`src/rtl/hsv_core_pkg.sv`:
```
// Shared types for the hsv core: retirement entry, token/word types, commit FSM encoding.
// Types and constants only; no timing or flow-control behaviour of its own.
package hsv_core_pkg;

  typedef logic [31:0] word;
  typedef logic [2:0]  insn_token;

  localparam int COMMIT_UNITS = 5;

  localparam logic [0:0] ST_RUN   = 1'b0;
  localparam logic [0:0] ST_FLUSH = 1'b1;

  typedef struct packed {
    insn_token  token;
    word        pc;
    word        next_pc;
    logic       trap;
    logic [4:0] cause;
    word        tval;
    logic       jump;
    logic       wr_en;
    logic [4:0] rd;
    word        rd_value;
  } commit_data_t;

endpackage

```
`src/rtl/hsv_core_commit_select.sv`:
```
// Token matcher: grants the lowest-index valid unit whose token equals the commit token.
// Purely combinational; no grant at all while enable is low.
module hsv_core_commit_select
  import hsv_core_pkg::*;
(
  input  logic                                 enable,
  input  insn_token                            token,
  input  logic         [COMMIT_UNITS-1:0]      valid,
  input  commit_data_t [COMMIT_UNITS-1:0]      data,
  output logic         [COMMIT_UNITS-1:0]      grant,
  output logic                                 hit,
  output commit_data_t                         sel
);

  always_comb begin
    grant = '0;
    hit   = 1'b0;
    sel   = '0;
    for (int i = 0; i < COMMIT_UNITS; i++) begin
      if (enable && !hit && valid[i] && (data[i].token == token)) begin
        grant[i] = 1'b1;
        hit      = 1'b1;
        sel      = data[i];
      end
    end
  end

endmodule

```
`src/rtl/hsv_core_commit.sv`:
```
// In-order retirement: accepts the entry matching commit_token, registers ctrl_*/wb_* one cycle later.
// Ready is combinational and held low while a flush is pending or in progress.
module hsv_core_commit
  import hsv_core_pkg::*;
(
  input  logic         clk_core,
  input  logic         rst_core_n,

  input  commit_data_t alu_data,
  input  logic         alu_valid_i,
  output logic         alu_ready_o,
  input  commit_data_t foo_data,
  input  logic         foo_valid_i,
  output logic         foo_ready_o,
  input  commit_data_t mem_data,
  input  logic         mem_valid_i,
  output logic         mem_ready_o,
  input  commit_data_t branch_data,
  input  logic         branch_valid_i,
  output logic         branch_ready_o,
  input  commit_data_t ctrlstatus_data,
  input  logic         ctrlstatus_valid_i,
  output logic         ctrlstatus_ready_o,

  input  logic         flush_req,
  output logic         flush_ack_commit,
  input  logic         ctrl_begin_irq,

  output insn_token    commit_token,
  output logic         ctrl_commit,
  output logic         ctrl_flush_begin,
  output logic         ctrl_trap,
  output logic [4:0]   ctrl_trap_cause,
  output word          ctrl_trap_value,
  output word          ctrl_next_pc,

  output logic         wb_en,
  output logic [4:0]   wb_rd,
  output word          wb_data
);

  commit_data_t [COMMIT_UNITS-1:0] unit_data;
  logic         [COMMIT_UNITS-1:0] unit_valid;
  logic         [COMMIT_UNITS-1:0] grant;
  logic                            hit;
  logic                            accept_en;
  commit_data_t                    sel;

  logic [0:0]  state_q, state_d;
  logic        seen_q, seen_d;
  insn_token   token_q, token_d;
  logic        flush_ack_q, flush_ack_d;
  logic        commit_q, commit_d;
  logic        flush_begin_q, flush_begin_d;
  logic        trap_q, trap_d;
  logic [4:0]  trap_cause_q, trap_cause_d;
  word         trap_value_q, trap_value_d;
  word         next_pc_q, next_pc_d;
  logic        wb_en_q, wb_en_d;
  logic [4:0]  wb_rd_q, wb_rd_d;
  word         wb_data_q, wb_data_d;

  assign unit_data  = {ctrlstatus_data, branch_data, mem_data, foo_data, alu_data};
  assign unit_valid = {ctrlstatus_valid_i, branch_valid_i, mem_valid_i, foo_valid_i, alu_valid_i};

  // An external flush arriving in RUN wins over any same-cycle match.
  assign accept_en = (state_q == ST_RUN) && !flush_req;

  hsv_core_commit_select u_select (
    .enable (accept_en),
    .token  (token_q),
    .valid  (unit_valid),
    .data   (unit_data),
    .grant  (grant),
    .hit    (hit),
    .sel    (sel)
  );

  assign alu_ready_o        = grant[0];
  assign foo_ready_o        = grant[1];
  assign mem_ready_o        = grant[2];
  assign branch_ready_o     = grant[3];
  assign ctrlstatus_ready_o = grant[4];

  always_comb begin
    state_d       = state_q;
    seen_d        = seen_q;
    token_d       = token_q;
    flush_ack_d   = flush_req;
    commit_d      = 1'b0;
    flush_begin_d = 1'b0;
    trap_d        = 1'b0;
    trap_cause_d  = '0;
    trap_value_d  = '0;
    next_pc_d     = '0;
    wb_en_d       = 1'b0;
    wb_rd_d       = '0;
    wb_data_d     = '0;

    if (state_q == ST_RUN) begin
      if (flush_req) begin
        state_d = ST_FLUSH;
        seen_d  = 1'b1;
        token_d = '0;
      end else if (hit) begin
        if (ctrl_begin_irq) begin
          flush_begin_d = 1'b1;
          next_pc_d     = sel.pc;
          state_d       = ST_FLUSH;
        end else if (sel.trap) begin
          trap_d        = 1'b1;
          trap_cause_d  = sel.cause;
          trap_value_d  = sel.tval;
          flush_begin_d = 1'b1;
          state_d       = ST_FLUSH;
        end else begin
          commit_d  = 1'b1;
          wb_en_d   = sel.wr_en && (sel.rd != 5'd0);
          wb_rd_d   = sel.rd;
          wb_data_d = sel.rd_value;
          if (sel.jump) begin
            flush_begin_d = 1'b1;
            next_pc_d     = sel.next_pc;
            state_d       = ST_FLUSH;
          end else begin
            token_d = token_q + 1'b1;
          end
        end
      end
    end else begin
      // Leave only after flush_req has been seen high and then drops.
      if (flush_req) begin
        seen_d  = 1'b1;
        token_d = '0;
      end else if (seen_q) begin
        seen_d  = 1'b0;
        state_d = ST_RUN;
      end
    end
  end

  always_ff @(posedge clk_core) begin
    if (!rst_core_n) begin
      state_q       <= ST_RUN;
      seen_q        <= 1'b0;
      token_q       <= '0;
      flush_ack_q   <= 1'b0;
      commit_q      <= 1'b0;
      flush_begin_q <= 1'b0;
      trap_q        <= 1'b0;
      trap_cause_q  <= '0;
      trap_value_q  <= '0;
      next_pc_q     <= '0;
      wb_en_q       <= 1'b0;
      wb_rd_q       <= '0;
      wb_data_q     <= '0;
    end else begin
      state_q       <= state_d;
      seen_q        <= seen_d;
      token_q       <= token_d;
      flush_ack_q   <= flush_ack_d;
      commit_q      <= commit_d;
      flush_begin_q <= flush_begin_d;
      trap_q        <= trap_d;
      trap_cause_q  <= trap_cause_d;
      trap_value_q  <= trap_value_d;
      next_pc_q     <= next_pc_d;
      wb_en_q       <= wb_en_d;
      wb_rd_q       <= wb_rd_d;
      wb_data_q     <= wb_data_d;
    end
  end

  assign commit_token     = token_q;
  assign flush_ack_commit = flush_ack_q;
  assign ctrl_commit      = commit_q;
  assign ctrl_flush_begin = flush_begin_q;
  assign ctrl_trap        = trap_q;
  assign ctrl_trap_cause  = trap_cause_q;
  assign ctrl_trap_value  = trap_value_q;
  assign ctrl_next_pc     = next_pc_q;
  assign wb_en            = wb_en_q;
  assign wb_rd            = wb_rd_q;
  assign wb_data          = wb_data_q;

endmodule
```
`config.mk`:
```
export PLATFORM = sky130hd
export DESIGN_NAME = hsv_core_commit
export DESIGN_NICKNAME = d
export VERILOG_FILES = /design/src/rtl/hsv_core_pkg.sv /design/src/rtl/hsv_core_commit_select.sv /design/src/rtl/hsv_core_commit.sv
export SDC_FILE = /design/constraint.sdc
export NUM_CORES = 1
export LEC_CHECK = 0
export ABC_CLOCK_PERIOD_IN_PS = 4640
export CAP_MARGIN = 20
export CORE_AREA = 2 2 325 327
export CTS_BUF_LIST = sky130_fd_sc_hd__clkbuf_16
export CTS_CLUSTER_SIZE = 14
export DETAILED_ROUTE_END_ITERATION = 8
export DIE_AREA = 0 0 327 329
export SYNTH_ARGS = -nofsm -noshare
export SYNTH_HDL_FRONTEND = slang
export SYNTH_SLANG_ARGS = --single-unit
```
`constraint.sdc`:
```
create_clock -name clk_core -period 4.64 [get_ports clk_core]
set_input_delay 0.696 -clock clk_core [delete_from_list [all_inputs] [get_ports clk_core]]
set_output_delay 0.696 -clock clk_core [all_outputs]
set_load 0.02 [all_outputs]
```
==> results.cfg <==
[status]
status = complete, no violations

[timing]
setup_viol_count_final = 0
slew_violations = 0
fmax_mhz = 251
hold_violations = 0
min_period_ns = 3.98
fin_setup_tns_ns = 0
fin_worst_skew_ns = 0.0127
tightest_slew_ns = 0.988
rsz0062_at_grt = no
setup_slack_ns = 0.660
min_period_over_period = 0.858
relSlewSlack = 0.341

[clock_network]
cts-root-buf = clkbuf_16
clock-sinks = 116
path_clk_slew_ns = 0.07
ctsHoldBuffers = 0
htreeDepth = 4
cts_buffers = 17
cts_setup_buffers = 0
cts_max_path_buffers = 2
cts_tree = built
post_cts_resized = 0
worstSkewPairLatency_ns = 0.49

[setup_path]
worstPathRequired_ns = 3.94
start_kind = register
cpMaxStageDelayCell = dfxtp_1
endpoint_kind = primary output
crit_start = commit_token[0]$_SDFFE_PN0P_
path_max_fanout = 9
timing_worst_setup_path_type = register to primary output
cp_data_arrival_time_ns = 3.28
reg2reg_from = commit_token[0]$_SDFFE_PN0P_
worst_path_largest_cell_delay_ns = 0.73
path_cells = xnor2_1 > nand4_1 > nand2b_1 > or2_2 > inv_6 > clkdlybuf4s50_1
crit_buf_inv = 2
crit_family = simple AND/OR/NAND/NOR gates

[finish]
layout_commonest_cell = clkdlybuf4s50_1
final.fill_count = 11783
nets = 2566
mostFrequentLayoutCells = 847 x clkdlybuf4s50_1, 350 x nor2_1, 241 x a221oi_1
final_area_um2 = 18500
area_growth_pct = 146
drive_gt1_frac = 0.0606

[floorplan]
die_w_um = 327
die_h_um = 329
core_area_um2 = 104000
ios = 848
start_util = 0.0720
rows = 119
dieArea_um2 = 108000

[route]
wl_per_cell_um = 27.3
drt-total-wl_um = 88600
route.detailed.drc = 0
drt.antenna.violating_nets = 0
viasPerCell = 3.86
firstDrtPassIters = 5
drtIter0Drc = 797
vias = 12547

[synth]
ys_seq_elements = 116
syn_area_um2 = 7520
synth_area_leaders = dfxtp_1 31%, a221oi_1 28%, nor2_1 18%
async_flop_share = 0
synth_edf_count = 0
syn_inst = 1015
synthFlopType = dfxtp_1
ys_seq_area_frac = 0.309
synth_top_cell_area_share = 0.309
ys_types = 44
avgSynthCellArea_um2 = 7.41
ys_warn_count = 0
yosys.area.top_type = dfxtp_1
syn_nets = 1745

[power_and_ir_drop]
powerDensity_nw_per_um2 = 176
peakVddDrop_uv = 205
p_leak_nw = 6.26
power_w = 0.00325

[placed_design]
gp_congestion = 0.932
place_ws_ns = 0.614
hpwl_um = 74700
io_buffers = 847
dpl_cell_area_um2 = 17900

[grt]
grt_use_total = 0.157
grt_pass1_vias = 12360
grt_pass1_wl_um = 113000
grt_start_max_net_pins = 88
antenna_found_initial = 64
grt-ovfl-total = 0

[worst_hold_path]
min-delay-start = seen_q$_SDFFE_PN0P_
hold_class = register to register

[run]
maxCapViolCount = 0
[Yosys cell counts (all sizes together), types with 2 or more instances]
cell type / n
a221oi: 241
dfxtp: 116
nand4: 5
and3: 2
nand2: 7
nand3: 9
a21oi: 8
and4: 5
a22o: 32
inv: 5
or3: 3
o21ai: 67
buf: 32
clkbuf: 79
a31o: 3
o2bb2ai: 3
nor3b: 5
nor3: 5
nor2: 351
nand2b: 5
xnor2: 15
a221o: 2
[cells by family (layout without fill, tap and decap cells)]
logic type      after synthesis  count (layout)  share of synthesized area
simple gates                404             404                      0.223
compound gates              363             363                      0.386
flops                       116             116                      0.309
buf+inv                     116             949                     0.0631
xor+xnor                     15              15                     0.0175
fa+ha+maj                     1               1                    0.00166
other cells                   0               9                          0
[worst paths after layout]
kind	endpoint	slack (ns)	depth (start not counted)
worst max-delay path	ctrlstatus_ready_o	0.66	6
worst min-delay path	state_q$_SDFF_PN0_	0.59	3
worst max register to register	ctrl_next_pc[11]$_SDFF_PP0_	1.07	8
worst min register to register	state_q$_SDFF_PN0_	0.59	3
[final cells by class]
class,count,area [um^2],share of cell area
Sequential cell,116,2320,0.126
Antenna cell,9,22.5,0.00122
Clock inverter,14,100,0.00541
Multi-Input combinational cell,783,4760,0.258
Clock buffer,17,425,0.0230
Timing Repair Buffer,913,9090,0.491
Inverter,5,28.8,0.00156
Tap cell,1391,1740,0.0941
[registers in the layout, summed over array words and instances, names as in the netlist]
| signal | cells |
|---|---|
| commit_token | 3 |
| ctrl_commit | 1 |
| ctrl_flush_begin | 1 |
| ctrl_next_pc | 32 |
| ctrl_trap | 1 |
| ctrl_trap_cause | 5 |
| ctrl_trap_value | 32 |
| flush_ack_commit | 1 |
| seen_q | 1 |
| state_q | 1 |
| wb_data | 32 |
| wb_en | 1 |
| wb_rd | 5 |
[worst register-to-register path, delay by kind of cell (launching register included)]
| kind | cells | cell delay (ns) |
|---|---|---|
| XOR/XNOR | 1 | 0.24 |
| AO/OA/AOI/OAI | 2 | 1.26 |
| buffers and inverters | 2 | 0.23 |
| flip-flops | 1 | 0.73 |
| AND/OR/NAND/NOR | 3 | 0.96 |
[routing by layer]
metal	wire length [um]	GRT usage	part of all wire	vias up
li1	-	-	-	5553
met1	39200	0.207	0.44	6026
met2	38800	0.240	0.44	814
met3	8760	0.0612	0.099	112
met4	1510	0.0371	0.017	42
met5	262	0	0.0030	-
[stage by stage]
| step | util | std cells | hold WS (ns) |
|---|---|---|---|
| 2_1_floorplan | - | 1015 | 0.525 |
| 3_3_place_gp | 0.172 | 3207 | 0.558 |
| 3_5_place_dp | 0.172 | 3208 | 0.563 |
| 4_1_cts | 0.177 | 3239 | 0.582 |
| 5_1_grt | 0.177 | 3240 | 0.615 |
| 6_report | 0.177 | 3248 | 0.595 |
[report_power, final]
| group | total, W | switching [W] | internal [W] |
|---|---|---|---|
| combinational | 0.000916 | 0.000290 | 0.000626 |
| sequential | 0.00101 | 0.00000556 | 0.00100 |
| clock | 0.00133 | 0.000614 | 0.000716 |
| total | 0.00325 | 0.000910 | 0.00234 |
(Power assumes the default switching activity.)
